**config.mk**
```make
export PLATFORM = sky130hd
export DESIGN_NAME = cfg_frame_decoder
export DESIGN_NICKNAME = d
export VERILOG_FILES = /design/src/rtl/cfg_link_pkg.sv /design/src/rtl/cfg_frame_decoder_sat_cnt8.sv /design/src/rtl/cfg_frame_decoder.sv
export SDC_FILE = /design/constraint.sdc
export NUM_CORES = 1
export LEC_CHECK = 0
export BUFFER_PORTS_ARGS = -buffer_cell sky130_fd_sc_hd__buf_2
export CORE_ASPECT_RATIO = 0.8
export CORE_MARGIN = 2
export CORE_UTILIZATION = 55
export DETAILED_ROUTE_END_ITERATION = 8
export GPL_TIMING_DRIVEN = 0
export PLACE_DENSITY = 0.73
export SETUP_SLACK_MARGIN = 0.02
export SYNTH_ARGS = -nofsm -noshare
export SYNTH_HDL_FRONTEND = slang
export SYNTH_HIERARCHICAL = 1
export SYNTH_SLANG_ARGS = --single-unit
export TNS_END_PERCENT = 50
```
**constraint.sdc**
```tcl
create_clock -name clk_in -period 7.3 [get_ports clk_in]
set_clock_uncertainty 0.1 [all_clocks]
set_input_delay 1.825 -clock clk_in [delete_from_list [all_inputs] [get_ports clk_in]]
set_output_delay 1.825 -clock clk_in [all_outputs]
set_load 0.1 [all_outputs]
```
**src/rtl/cfg_link_pkg.sv**
```systemverilog
`default_nettype none
// ============================================================================
// Module      : cfg_link_pkg
// Description : Definitions shared by the ground/DAQ configuration link
//               decoder. It holds the frame-parser state encoding, the
//               default header bytes, the frame length, and the address map
//               of the trigger configuration register bank. The highest
//               writable address is derived from that map.
// Revision    : 1.0 - initial release
// ============================================================================
package cfg_link_pkg;

    // Frame parser states. The encoding is fixed so that waveforms stay
    // readable across builds.
    typedef enum logic [2:0] {
        S_HUNT_H1  = 3'd0,
        S_HUNT_H2  = 3'd1,
        S_GET_ADDR = 3'd2,
        S_GET_DHI  = 3'd3,
        S_GET_DLO  = 3'd4,
        S_GET_CSUM = 3'd5
    } frame_state_t;

    // Frame layout: HDR0, HDR1, ADDR, DATA_HI, DATA_LO, CSUM
    localparam logic [7:0] c_hdr0_default = 8'hEB;
    localparam logic [7:0] c_hdr1_default = 8'h90;
    localparam int         c_frame_len    = 6;

    // Trigger configuration register bank address map
    localparam logic [7:0] c_addr_ctrl           = 8'h00;
    localparam logic [7:0] c_addr_cmd            = 8'h01;
    localparam logic [7:0] c_addr_status_clr     = 8'h02;
    localparam logic [7:0] c_addr_trg_mask_lo    = 8'h03;
    localparam logic [7:0] c_addr_trg_mask_hi    = 8'h04;
    localparam logic [7:0] c_addr_trg_polarity   = 8'h05;
    localparam logic [7:0] c_addr_trg_thresh_0   = 8'h06;
    localparam logic [7:0] c_addr_trg_thresh_1   = 8'h07;
    localparam logic [7:0] c_addr_trg_thresh_2   = 8'h08;
    localparam logic [7:0] c_addr_trg_thresh_3   = 8'h09;
    localparam logic [7:0] c_addr_coinc_window   = 8'h0A;
    localparam logic [7:0] c_addr_coinc_majority = 8'h0B;
    localparam logic [7:0] c_addr_prescale_0     = 8'h0C;
    localparam logic [7:0] c_addr_prescale_1     = 8'h0D;
    localparam logic [7:0] c_addr_holdoff        = 8'h0E;
    localparam logic [7:0] c_addr_veto_width     = 8'h0F;
    localparam logic [7:0] c_addr_readout_window = 8'h10;
    localparam logic [7:0] c_addr_pretrig_depth  = 8'h11;
    localparam logic [7:0] c_addr_ext_trg_ctrl   = 8'h12;
    localparam logic [7:0] c_addr_ext_trg_delay  = 8'h13;

    // The last register in the bank is the highest writable address.
    localparam logic [7:0] c_max_addr = c_addr_ext_trg_delay;

    // Frame checksum: the modulo-256 sum of the three payload bytes.
    function automatic logic [7:0] csum8(
        input logic [7:0] addr,
        input logic [7:0] dhi,
        input logic [7:0] dlo
    );
        logic [7:0] sum;
        sum = addr + dhi;
        sum = sum + dlo;
        return sum;
    endfunction

endpackage : cfg_link_pkg
`default_nettype wire

```
**src/rtl/cfg_frame_decoder_sat_cnt8.sv**
```systemverilog
`default_nettype none
// ============================================================================
// Module      : sat_cnt8
// Description : 8-bit event counter. It holds at 8'hFF instead of wrapping
//               and has a synchronous clear. Clear takes priority over
//               increment.
// Ports       : clk_in   - clock
//               rst_in_N - asynchronous active-low reset (count -> 0)
//               clr      - synchronous clear
//               inc      - count one event this cycle
//               count    - current count
// Revision    : 1.0 - initial release
// ============================================================================
module sat_cnt8 (
    input  logic       clk_in,
    input  logic       rst_in_N,
    input  logic       clr,
    input  logic       inc,
    output logic [7:0] count
);

    logic [7:0] r_count;

    always_ff @(posedge clk_in or negedge rst_in_N) begin
        if (!rst_in_N) begin
            r_count <= 8'h00;
        end else if (clr) begin
            r_count <= 8'h00;
        end else if (inc && (r_count != 8'hFF)) begin
            r_count <= r_count + 8'd1;
        end
    end

    assign count = r_count;

endmodule : sat_cnt8
`default_nettype wire

```
**src/rtl/cfg_frame_decoder.sv**
```systemverilog
`default_nettype none
// ============================================================================
// Module      : cfg_frame_decoder
// Description : Parses the byte stream from the serial link receiver into
//               write transactions for the trigger configuration register
//               bank. The frame format is
//               HDR0 HDR1 ADDR DATA_HI DATA_LO CSUM, where
//               CSUM = (ADDR + DATA_HI + DATA_LO) mod 256. A frame is dropped
//               and counted if its checksum is wrong, if its address is out
//               of range, or if it stalls between bytes.
// Ports       : clk_in           - system clock (50 MHz)
//               rst_in_N         - asynchronous active-low reset
//               rx_data_in       - received byte
//               rx_valid_in      - one-cycle strobe qualifying rx_data_in
//               wr_out           - one-cycle register-bank write strobe
//               wr_addr_out      - write address, held until next good frame
//               data_out         - write data {DATA_HI, DATA_LO}, held
//               csum_err_cnt_out - saturating checksum-failure count
//               addr_err_cnt_out - saturating out-of-range-address count
//               timeout_cnt_out  - saturating intra-frame timeout count
//               frame_busy_out   - parser is somewhere inside a frame
// Revision    : 1.0 - initial release
// ============================================================================
module cfg_frame_decoder
    import cfg_link_pkg::*;
#(
    parameter logic [7:0]  HDR0           = c_hdr0_default,
    parameter logic [7:0]  HDR1           = c_hdr1_default,
    parameter logic [7:0]  MAX_ADDR       = c_max_addr,
    // Maximum idle clocks between bytes inside a frame; must be >= 2
    parameter int unsigned TIMEOUT_CYCLES = 5000
) (
    input  logic        clk_in,
    input  logic        rst_in_N,
    input  logic [7:0]  rx_data_in,
    input  logic        rx_valid_in,
    output logic        wr_out,
    output logic [7:0]  wr_addr_out,
    output logic [15:0] data_out,
    output logic [7:0]  csum_err_cnt_out,
    output logic [7:0]  addr_err_cnt_out,
    output logic [7:0]  timeout_cnt_out,
    output logic        frame_busy_out
);

    // The idle counter only has to reach TIMEOUT_CYCLES-1.
    localparam int               TO_W      = $clog2(TIMEOUT_CYCLES);
    localparam logic [TO_W-1:0]  c_to_last = TO_W'(TIMEOUT_CYCLES - 1);

    frame_state_t     r_state;
    frame_state_t     w_state_next;

    logic [7:0]       r_addr;
    logic [7:0]       r_dhi;
    logic [7:0]       r_dlo;
    logic [TO_W-1:0]  r_to_cnt;

    logic             r_wr;
    logic [7:0]       r_wr_addr;
    logic [15:0]      r_wr_data;

    logic [7:0]       w_sum;
    logic             w_write;
    logic             w_csum_err;
    logic             w_addr_err;
    logic             w_timeout;

    assign w_sum = csum8(r_addr, r_dhi, r_dlo);

    // ------------------------------------------------------------------
    // State register
    // ------------------------------------------------------------------
    always_ff @(posedge clk_in or negedge rst_in_N) begin
        if (!rst_in_N) begin
            r_state <= S_HUNT_H1;
        end else begin
            r_state <= w_state_next;
        end
    end

    // ------------------------------------------------------------------
    // Next-state and frame outcome decode. A byte strobe always takes
    // precedence over the timeout, so a byte that arrives on the last
    // allowed idle cycle still counts as part of the frame.
    // ------------------------------------------------------------------
    always_comb begin
        w_state_next = r_state;
        w_write      = 1'b0;
        w_csum_err   = 1'b0;
        w_addr_err   = 1'b0;
        w_timeout    = 1'b0;

        if (rx_valid_in) begin
            case (r_state)
                S_HUNT_H1: begin
                    if (rx_data_in == HDR0) begin
                        w_state_next = S_HUNT_H2;
                    end
                end
                S_HUNT_H2: begin
                    if (rx_data_in == HDR1) begin
                        w_state_next = S_GET_ADDR;
                    end else if (rx_data_in == HDR0) begin
                        // A repeated HDR0 may be the real start of a frame.
                        w_state_next = S_HUNT_H2;
                    end else begin
                        w_state_next = S_HUNT_H1;
                    end
                end
                S_GET_ADDR: w_state_next = S_GET_DHI;
                S_GET_DHI:  w_state_next = S_GET_DLO;
                S_GET_DLO:  w_state_next = S_GET_CSUM;
                S_GET_CSUM: begin
                    w_state_next = S_HUNT_H1;
                    if (w_sum != rx_data_in) begin
                        w_csum_err = 1'b1;
                    end else if (r_addr > MAX_ADDR) begin
                        w_addr_err = 1'b1;
                    end else begin
                        w_write = 1'b1;
                    end
                end
                default: w_state_next = S_HUNT_H1;
            endcase
        end else if ((r_state != S_HUNT_H1) && (r_to_cnt == c_to_last)) begin
            w_state_next = S_HUNT_H1;
            w_timeout    = 1'b1;
        end
    end

    // ------------------------------------------------------------------
    // Payload byte latches. Header values arriving here are plain data.
    // ------------------------------------------------------------------
    always_ff @(posedge clk_in or negedge rst_in_N) begin
        if (!rst_in_N) begin
            r_addr <= 8'h00;
            r_dhi  <= 8'h00;
            r_dlo  <= 8'h00;
        end else if (rx_valid_in) begin
            case (r_state)
                S_GET_ADDR: r_addr <= rx_data_in;
                S_GET_DHI:  r_dhi  <= rx_data_in;
                S_GET_DLO:  r_dlo  <= rx_data_in;
                default:    ;
            endcase
        end
    end

    // ------------------------------------------------------------------
    // Inter-byte idle counter. It is idle while hunting for HDR0 and
    // restarts on every received byte.
    // ------------------------------------------------------------------
    always_ff @(posedge clk_in or negedge rst_in_N) begin
        if (!rst_in_N) begin
            r_to_cnt <= '0;
        end else if (rx_valid_in || (r_state == S_HUNT_H1) || w_timeout) begin
            r_to_cnt <= '0;
        end else begin
            r_to_cnt <= r_to_cnt + TO_W'(1);
        end
    end

    // ------------------------------------------------------------------
    // Write port. Address and data move only on an accepted frame, so
    // dropped frames never disturb the values last presented to the bank.
    // ------------------------------------------------------------------
    always_ff @(posedge clk_in or negedge rst_in_N) begin
        if (!rst_in_N) begin
            r_wr      <= 1'b0;
            r_wr_addr <= 8'h00;
            r_wr_data <= 16'h0000;
        end else begin
            r_wr <= w_write;
            if (w_write) begin
                r_wr_addr <= r_addr;
                r_wr_data <= {r_dhi, r_dlo};
            end
        end
    end

    // ------------------------------------------------------------------
    // Error counters. They clear only on reset.
    // ------------------------------------------------------------------
    sat_cnt8 u_csum_err_cnt (
        .clk_in   (clk_in),
        .rst_in_N (rst_in_N),
        .clr      (1'b0),
        .inc      (w_csum_err),
        .count    (csum_err_cnt_out)
    );

    sat_cnt8 u_addr_err_cnt (
        .clk_in   (clk_in),
        .rst_in_N (rst_in_N),
        .clr      (1'b0),
        .inc      (w_addr_err),
        .count    (addr_err_cnt_out)
    );

    sat_cnt8 u_timeout_cnt (
        .clk_in   (clk_in),
        .rst_in_N (rst_in_N),
        .clr      (1'b0),
        .inc      (w_timeout),
        .count    (timeout_cnt_out)
    );

    assign wr_out         = r_wr;
    assign wr_addr_out    = r_wr_addr;
    assign data_out       = r_wr_data;
    assign frame_busy_out = (r_state != S_HUNT_H1);

endmodule : cfg_frame_decoder
`default_nettype wire

```
* After elaboration in Yosys (flattened, before gate mapping)
Index checks and enable logic that the tools add are counted.
** Word-level totals
- Register bits :: 89
- Latch bits :: 0
- Memory bits (writable) :: 0
- ROM bits :: 0
- Bits of input ports :: 11
- Output and inout port bits :: 50
- Logic and storage cells :: 64
- Memories kept :: 0
** Cells by class
- Add/subtract/negate cells :: 6
- Multipliers :: 0
- Div/mod/pow operators :: 0
- Magnitude comparators :: 1
- Eq/ne operators :: 13
- Shift operators :: 0
- Multiplexer cells :: 20
- Bitwise logic cells :: 0
- Reduce and logical (&&, ||, !) cells :: 13
** Operator list (number)
- adder 8 x 1 -> 8 bit, second input constant :: 3
- != test 8 bit, second input constant :: 3
- adder 8 bit :: 2
- equality test 8 bit, second input constant :: 2
- one-hot mux 3 bit (5 select lines) :: 1
- 2-to-1 mux 1 bit :: 14
- adder 13 x 1 -> 13 bit, second input constant :: 1
- equality test 13 bit, second input constant :: 1
- 2-to-1 mux 13 bit :: 1
- 2-to-1 mux 3 bit :: 3
- > comparator 8 x 5 -> 1 bit, second input constant :: 1
- != test 8 bit :: 1
- AND reduction 2 bit :: 4
- equality test 3 x 2 -> 1 bit, second input constant :: 2
- equality test 3 bit, second input constant :: 2
- logical AND 1 bit :: 4
- equality test 3 x 1 -> 1 bit, second input constant :: 1
- zero test 3 bit :: 1
- != test 3 bit, second input constant :: 1
- nonzero test 3 bit :: 1
- logical OR 1 bit :: 2
- 2-to-1 mux 2 bit :: 1
- nonzero test 2 bit :: 1

* Longest topological paths before layout
- Depth after elaboration :: 7
- Depth in mapped cells :: 15
- Gate-level depth less buffers :: 14

* By module
Netlist, hierarchy kept.
** Modules (own cells, without submodules)
- cfg_frame_decoder :: times used 1, cells an instance 255, area each 3154.3 um^2, sequential area each 1626.6 um^2
- sat_cnt8 :: times used 3, cells an instance 49, area each 464.2 um^2, sequential area each 200.2 um^2

* Least setup slack after synthesis
Ideal clock, no wire load.
- Path kind :: input to register
- From :: input rx_data_in[2]
- To :: register u_addr_err_cnt.r_count[7], in the netlist u_addr_err_cnt/count[7]
- Library setup time :: 0.094 ns
- Data arrival time :: 3.648 ns
- Required time :: 7.106 ns
- Setup slack :: 3.458 ns
- Stages on the path :: 9
- Path buffers :: 1
- Cells stage by stage :: xor2_1 nor4_1 nand3_1 nor3_1 and3_1 buf_2 nand3_1 or3_1 a211oi_1
** On the way
- Longest elaborated chain between the ends :: 5
** RTL lines
- from (decl) :: line cfg_frame_decoder.sv:35 : input logic [7:0] rx_data_in,
- != test 8 bit :: line cfg_frame_decoder.sv:115 : if (w_sum != rx_data_in) begin
- 2-to-1 mux 1 bit :: line cfg_frame_decoder.sv:115
- 2-to-1 mux 1 bit :: line cfg_frame_decoder.sv:94 : case (r_state)
- 2-to-1 mux 1 bit :: line cfg_frame_decoder.sv:93 : if (rx_valid_in) begin
- net w_addr_err :: line cfg_frame_decoder.sv:65 : logic w_addr_err;
- logical AND 1 bit :: line cfg_frame_decoder_sat_cnt8.sv:29 : end else if (inc && (r_count != 8'hFF)) begin
- to (signal assigned) :: line cfg_frame_decoder_sat_cnt8.sv:30 : r_count <= r_count + 8'd1;
- to (decl) :: line cfg_frame_decoder_sat_cnt8.sv:22 : logic [7:0] r_count;
The timed path passes the listed nets, and every way through them passes these cells.
A chain may end at the register's enable or synchronous reset.

* Final worst setup path
- From :: register r_addr[1]
- To :: register u_csum_err_cnt.r_count[7], in the netlist u_csum_err_cnt/count[7]
** On the way
- Longest elaborated chain between the ends :: 7
** RTL lines
- from (decl) :: line cfg_frame_decoder.sv:53 : logic [7:0] r_addr;
- from (signal assigned) :: line cfg_frame_decoder.sv:141 : S_GET_ADDR: r_addr <= rx_data_in;
- adder 8 bit :: line cfg_link_pkg.sv:61 : sum = addr + dhi;
- adder 8 bit :: line cfg_link_pkg.sv:62 : sum = sum + dlo;
- != test 8 bit :: line cfg_frame_decoder.sv:115
- 2-to-1 mux 1 bit :: line cfg_frame_decoder.sv:115
- 2-to-1 mux 1 bit :: line cfg_frame_decoder.sv:94
- 2-to-1 mux 1 bit :: line cfg_frame_decoder.sv:93
- net w_csum_err :: line cfg_frame_decoder.sv:64 : logic w_csum_err;
- logical AND 1 bit :: line cfg_frame_decoder_sat_cnt8.sv:29
- to (signal assigned) :: line cfg_frame_decoder_sat_cnt8.sv:30
- to (decl) :: line cfg_frame_decoder_sat_cnt8.sv:22
The timed path passes the listed nets, and every way through them passes these cells.

==> flow_summary.ini <==
[run_status]
status = finished, final reports clean

[synthesis]
seq_area_frac_synth_pct = 48.98
ys.flop_type = dfrtp_1
synth_area_mm2 = 0.004547
synthCells = 402
yosysWarnings = 6
synth_area_per_cell_um2 = 11.31
synth-async-reset-ratio_pct = 100.0
ys_types = 45
synth_edf_count = 0
synth_seq_cells = 89

[detailed_routing]
vias = 3254
dr.pass1.iters = 4
drtIter0Drc = 128
drc_errors = 0
wirelength_um = 8929
wl_per_cell_um = 15.08
ant_nets = 0
via_per_inst = 5.497

[die]
dieArea_mm2 = 0.009015
die_x_um = 105.7
die_h_um = 85.33
start_util_pct = 56.96
core_area_mm2 = 0.007983
rows = 29
pin_count = 61

[place]
portBuffers = 60
dp_cells = 576
place_area_mm2 = 0.005031
detailed_place_hpwl_um = 6460
gp_congestion = 0.8493

[global_route]
grt_pass1_wl_um = 14950
grt.busiest_layer = met2
use_met3_pct = 5.069
met1_usage_pct = 28.38
grt_overflow = 0
grt_pass1_vias = 3133
grt_antenna_before_repair = 0
track_usage_pct = 21.01
use_met2_pct = 33.96
grt_max_degree = 50

[cts]
cts_setup_buffers = 0
clk_latency_ps = 370
tritoncts = built
cts_root_buf = clkbuf_8
cts.htree.levels = 3
cts_resized = 0
cts.sinks = 89
cts_buffers = 9
clk_pin_slew_ps = 100
clockBufferDepth = 2
postCtsHoldBufs = 0

[pwr]
cellPowerDensity_mw_per_mm2 = 306.7
leakage_nw = 2.505
ir_drop_mv = 0.1960

[critical_path]
path_class = reg2reg
endpoint_kind = flop
startpoint_type = flop
crit_arrival_ps = 4120
critPathMaxFanout = 9
crit_required_ps = 7480

[layout]
syn2layout_area_growth_pct = 15.11
nets = 508
nFillCells = 662
final_cell_area_mm2 = 0.005234
final_cells = 592
drive_gt1_share_pct = 28.51
n_antenna_cell = 0

[sta]
min_period_over_period_pct = 54.00
rsz0062_at_grt = false
hold_viol_final = 0
fmax_ghz = 0.2537
slew_headroom_pct = 46.32
setup_viol = 0
period_needed_ps = 3942
final.setup.tns_ps = 0
finalMaxSlewViolations = 0
tightest_slew_ps = 802.2

[hold_path]
min_path_type = reg2reg

[flow_run]
drv_cap = 0
cell usage after synthesis, types with 2 or more instances:
master	count	area (um2)
dfrtp_1	89	2227
mux2_2	48	540.5
nor2_1	29	108.9
nand2_1	20	75.07
xnor2_1	17	148.9
nor3_1	16	80.08
nor2b_1	15	93.84
inv_1	13	48.80
a21oi_1	12	60.06
nand3_1	12	60.06
nand2b_1	11	68.82
ha_1	10	125.1
o21ai_0	10	50.05
xor2_1	10	87.58
fa_1	8	160.2
and3_1	7	43.79
clkbuf_1	7	26.28
nor4_1	7	43.79
nand4_1	6	37.54
a211oi_1	4	30.03
or3_1	4	25.02
a2111oi_0	3	26.28
a21boi_1	3	22.52
a22o_1	3	26.28
a31oi_1	3	18.77
a41oi_1	3	26.28
and4_1	3	26.28
and4_2	3	30.03
buf_2	3	15.01
mux2i_1	3	30.03
nand3_2	3	30.03
nor3b_1	3	22.52
buf_6	2	22.52
layer usage:
layer	wire length, um	vias to the layer above
met5	0	-
met4	102	0
met3	390	11
met2	4266	70
met1	4170	1590
li1	-	1583
flip-flops by register name, summed over array words and instances (netlist names):
signal	flops
data_out	16
r_to_cnt	13
r_addr	8
r_dhi	8
r_dlo	8
u_addr_err_cnt/count	8
u_csum_err_cnt/count	8
u_timeout_cnt/count	8
wr_addr_out	8
r_state	3
wr_out	1
cell usage in the layout, fill, tap and decap left out, types with 4 or more instances in the layout:
cell type and instances:
xor2_1 10, and3_1 7, buf_2 62, clkbuf_1 7, nor3_1 16, nand4_1 6
nor2_1 29, nor2b_1 15, or3_1 4, dfrtp_1 89, a211oi_1 4, nor4_1 7
inv_1 13, conb_1 6, nand2b_1 11, nand3_1 12, nand2_1 20, xnor2_1 17
o21ai_0 10, mux2_2 48, clkbuf_8 9, a21oi_1 12, ha_1 10, fa_1 8
path summary, 6_finish.rpt:
| check | startpoint | endpoint | slack [ps] | cells after the start |
|---|---|---|---|---|
| setup / recovery | r_addr[1] | u_csum_err_cnt/count[7] | 3360 | 13 |
| hold / removal | r_to_cnt[0] | r_to_cnt[0] | 360 | 1 |
| setup reg to reg | r_addr[1] | u_csum_err_cnt/count[7] | 3360 | 13 |
| hold reg to reg | r_to_cnt[0] | r_to_cnt[0] | 360 | 1 |
| max in group asynchronous | rst_in_N | wr_addr_out[5] | 5160 | 2 |
| min in group asynchronous | rst_in_N | r_to_cnt[5] | 1320 | 1 |
cells by family (layout without fill, tap and decap cells):
group | Yosys count | after routing | share of synthesized area [%]
XOR/XNOR | 27 | 27 | 5.201
multiplexers | 52 | 52 | 12.80
flip-flops | 89 | 89 | 48.98
adder cells (fa/ha/maj) | 18 | 18 | 6.274
other | 1 | 6 | 0.08247
AND/OR/NAND/NOR | 144 | 144 | 17.61
AO/OA/AOI/OAI | 46 | 46 | 6.578
buffers and inverters | 25 | 102 | 2.477
layout make-up:
class / count / area, um2 / share of cell area [%]
Sequential cell: 89 / 2227 / 42.55
Multi-Input combinational cell: 293 / 2226 / 42.53
Timing Repair Buffer: 61 / 330.3 / 6.311
Tap cell: 108 / 135.1 / 2.582
Clock buffer: 9 / 123.9 / 2.367
Clock inverter: 7 / 78.83 / 1.506
Buffer: 12 / 63.81 / 1.219
Inverter: 13 / 48.80 / 0.9323
per-stage QoR:
step           worst slack, ps  utilization [%]  power, W  hold slack [ps]
6_report                  3358            65.56  0.001605            363.5
5_1_grt                   3035            65.56  0.001720            390.6
4_1_cts                   3351            65.56  0.001622            371.6
3_5_place_dp              3079            63.03  0.001269            360.4
3_3_place_gp              3114            62.65  0.001242            348.2
2_1_floorplan             3458                -  0.001144            332.9
where the power goes:
part	switching [W]	total [W]	internal [W]	leakage, nW
Sequential	0.0000630	0.000619	0.000556	1.21
Clock	0.000186	0.000348	0.000162	0.104
Combinational	0.000355	0.000638	0.000284	1.19
critical path, stage by stage, from the launching register on:
cell	delay, ps
dfrtp_1	430
fa_1	490
ha_1	240
fa_1	400
a21o_1	190
a21oi_1	210
o21ai_0	150
xnor2_1	420
nor3_1	140
nor2b_1	150
buf_2	210
nand3_1	150
or3_1	340
a211oi_1	230
Note: power is estimated with default switching activity, not from simulation.
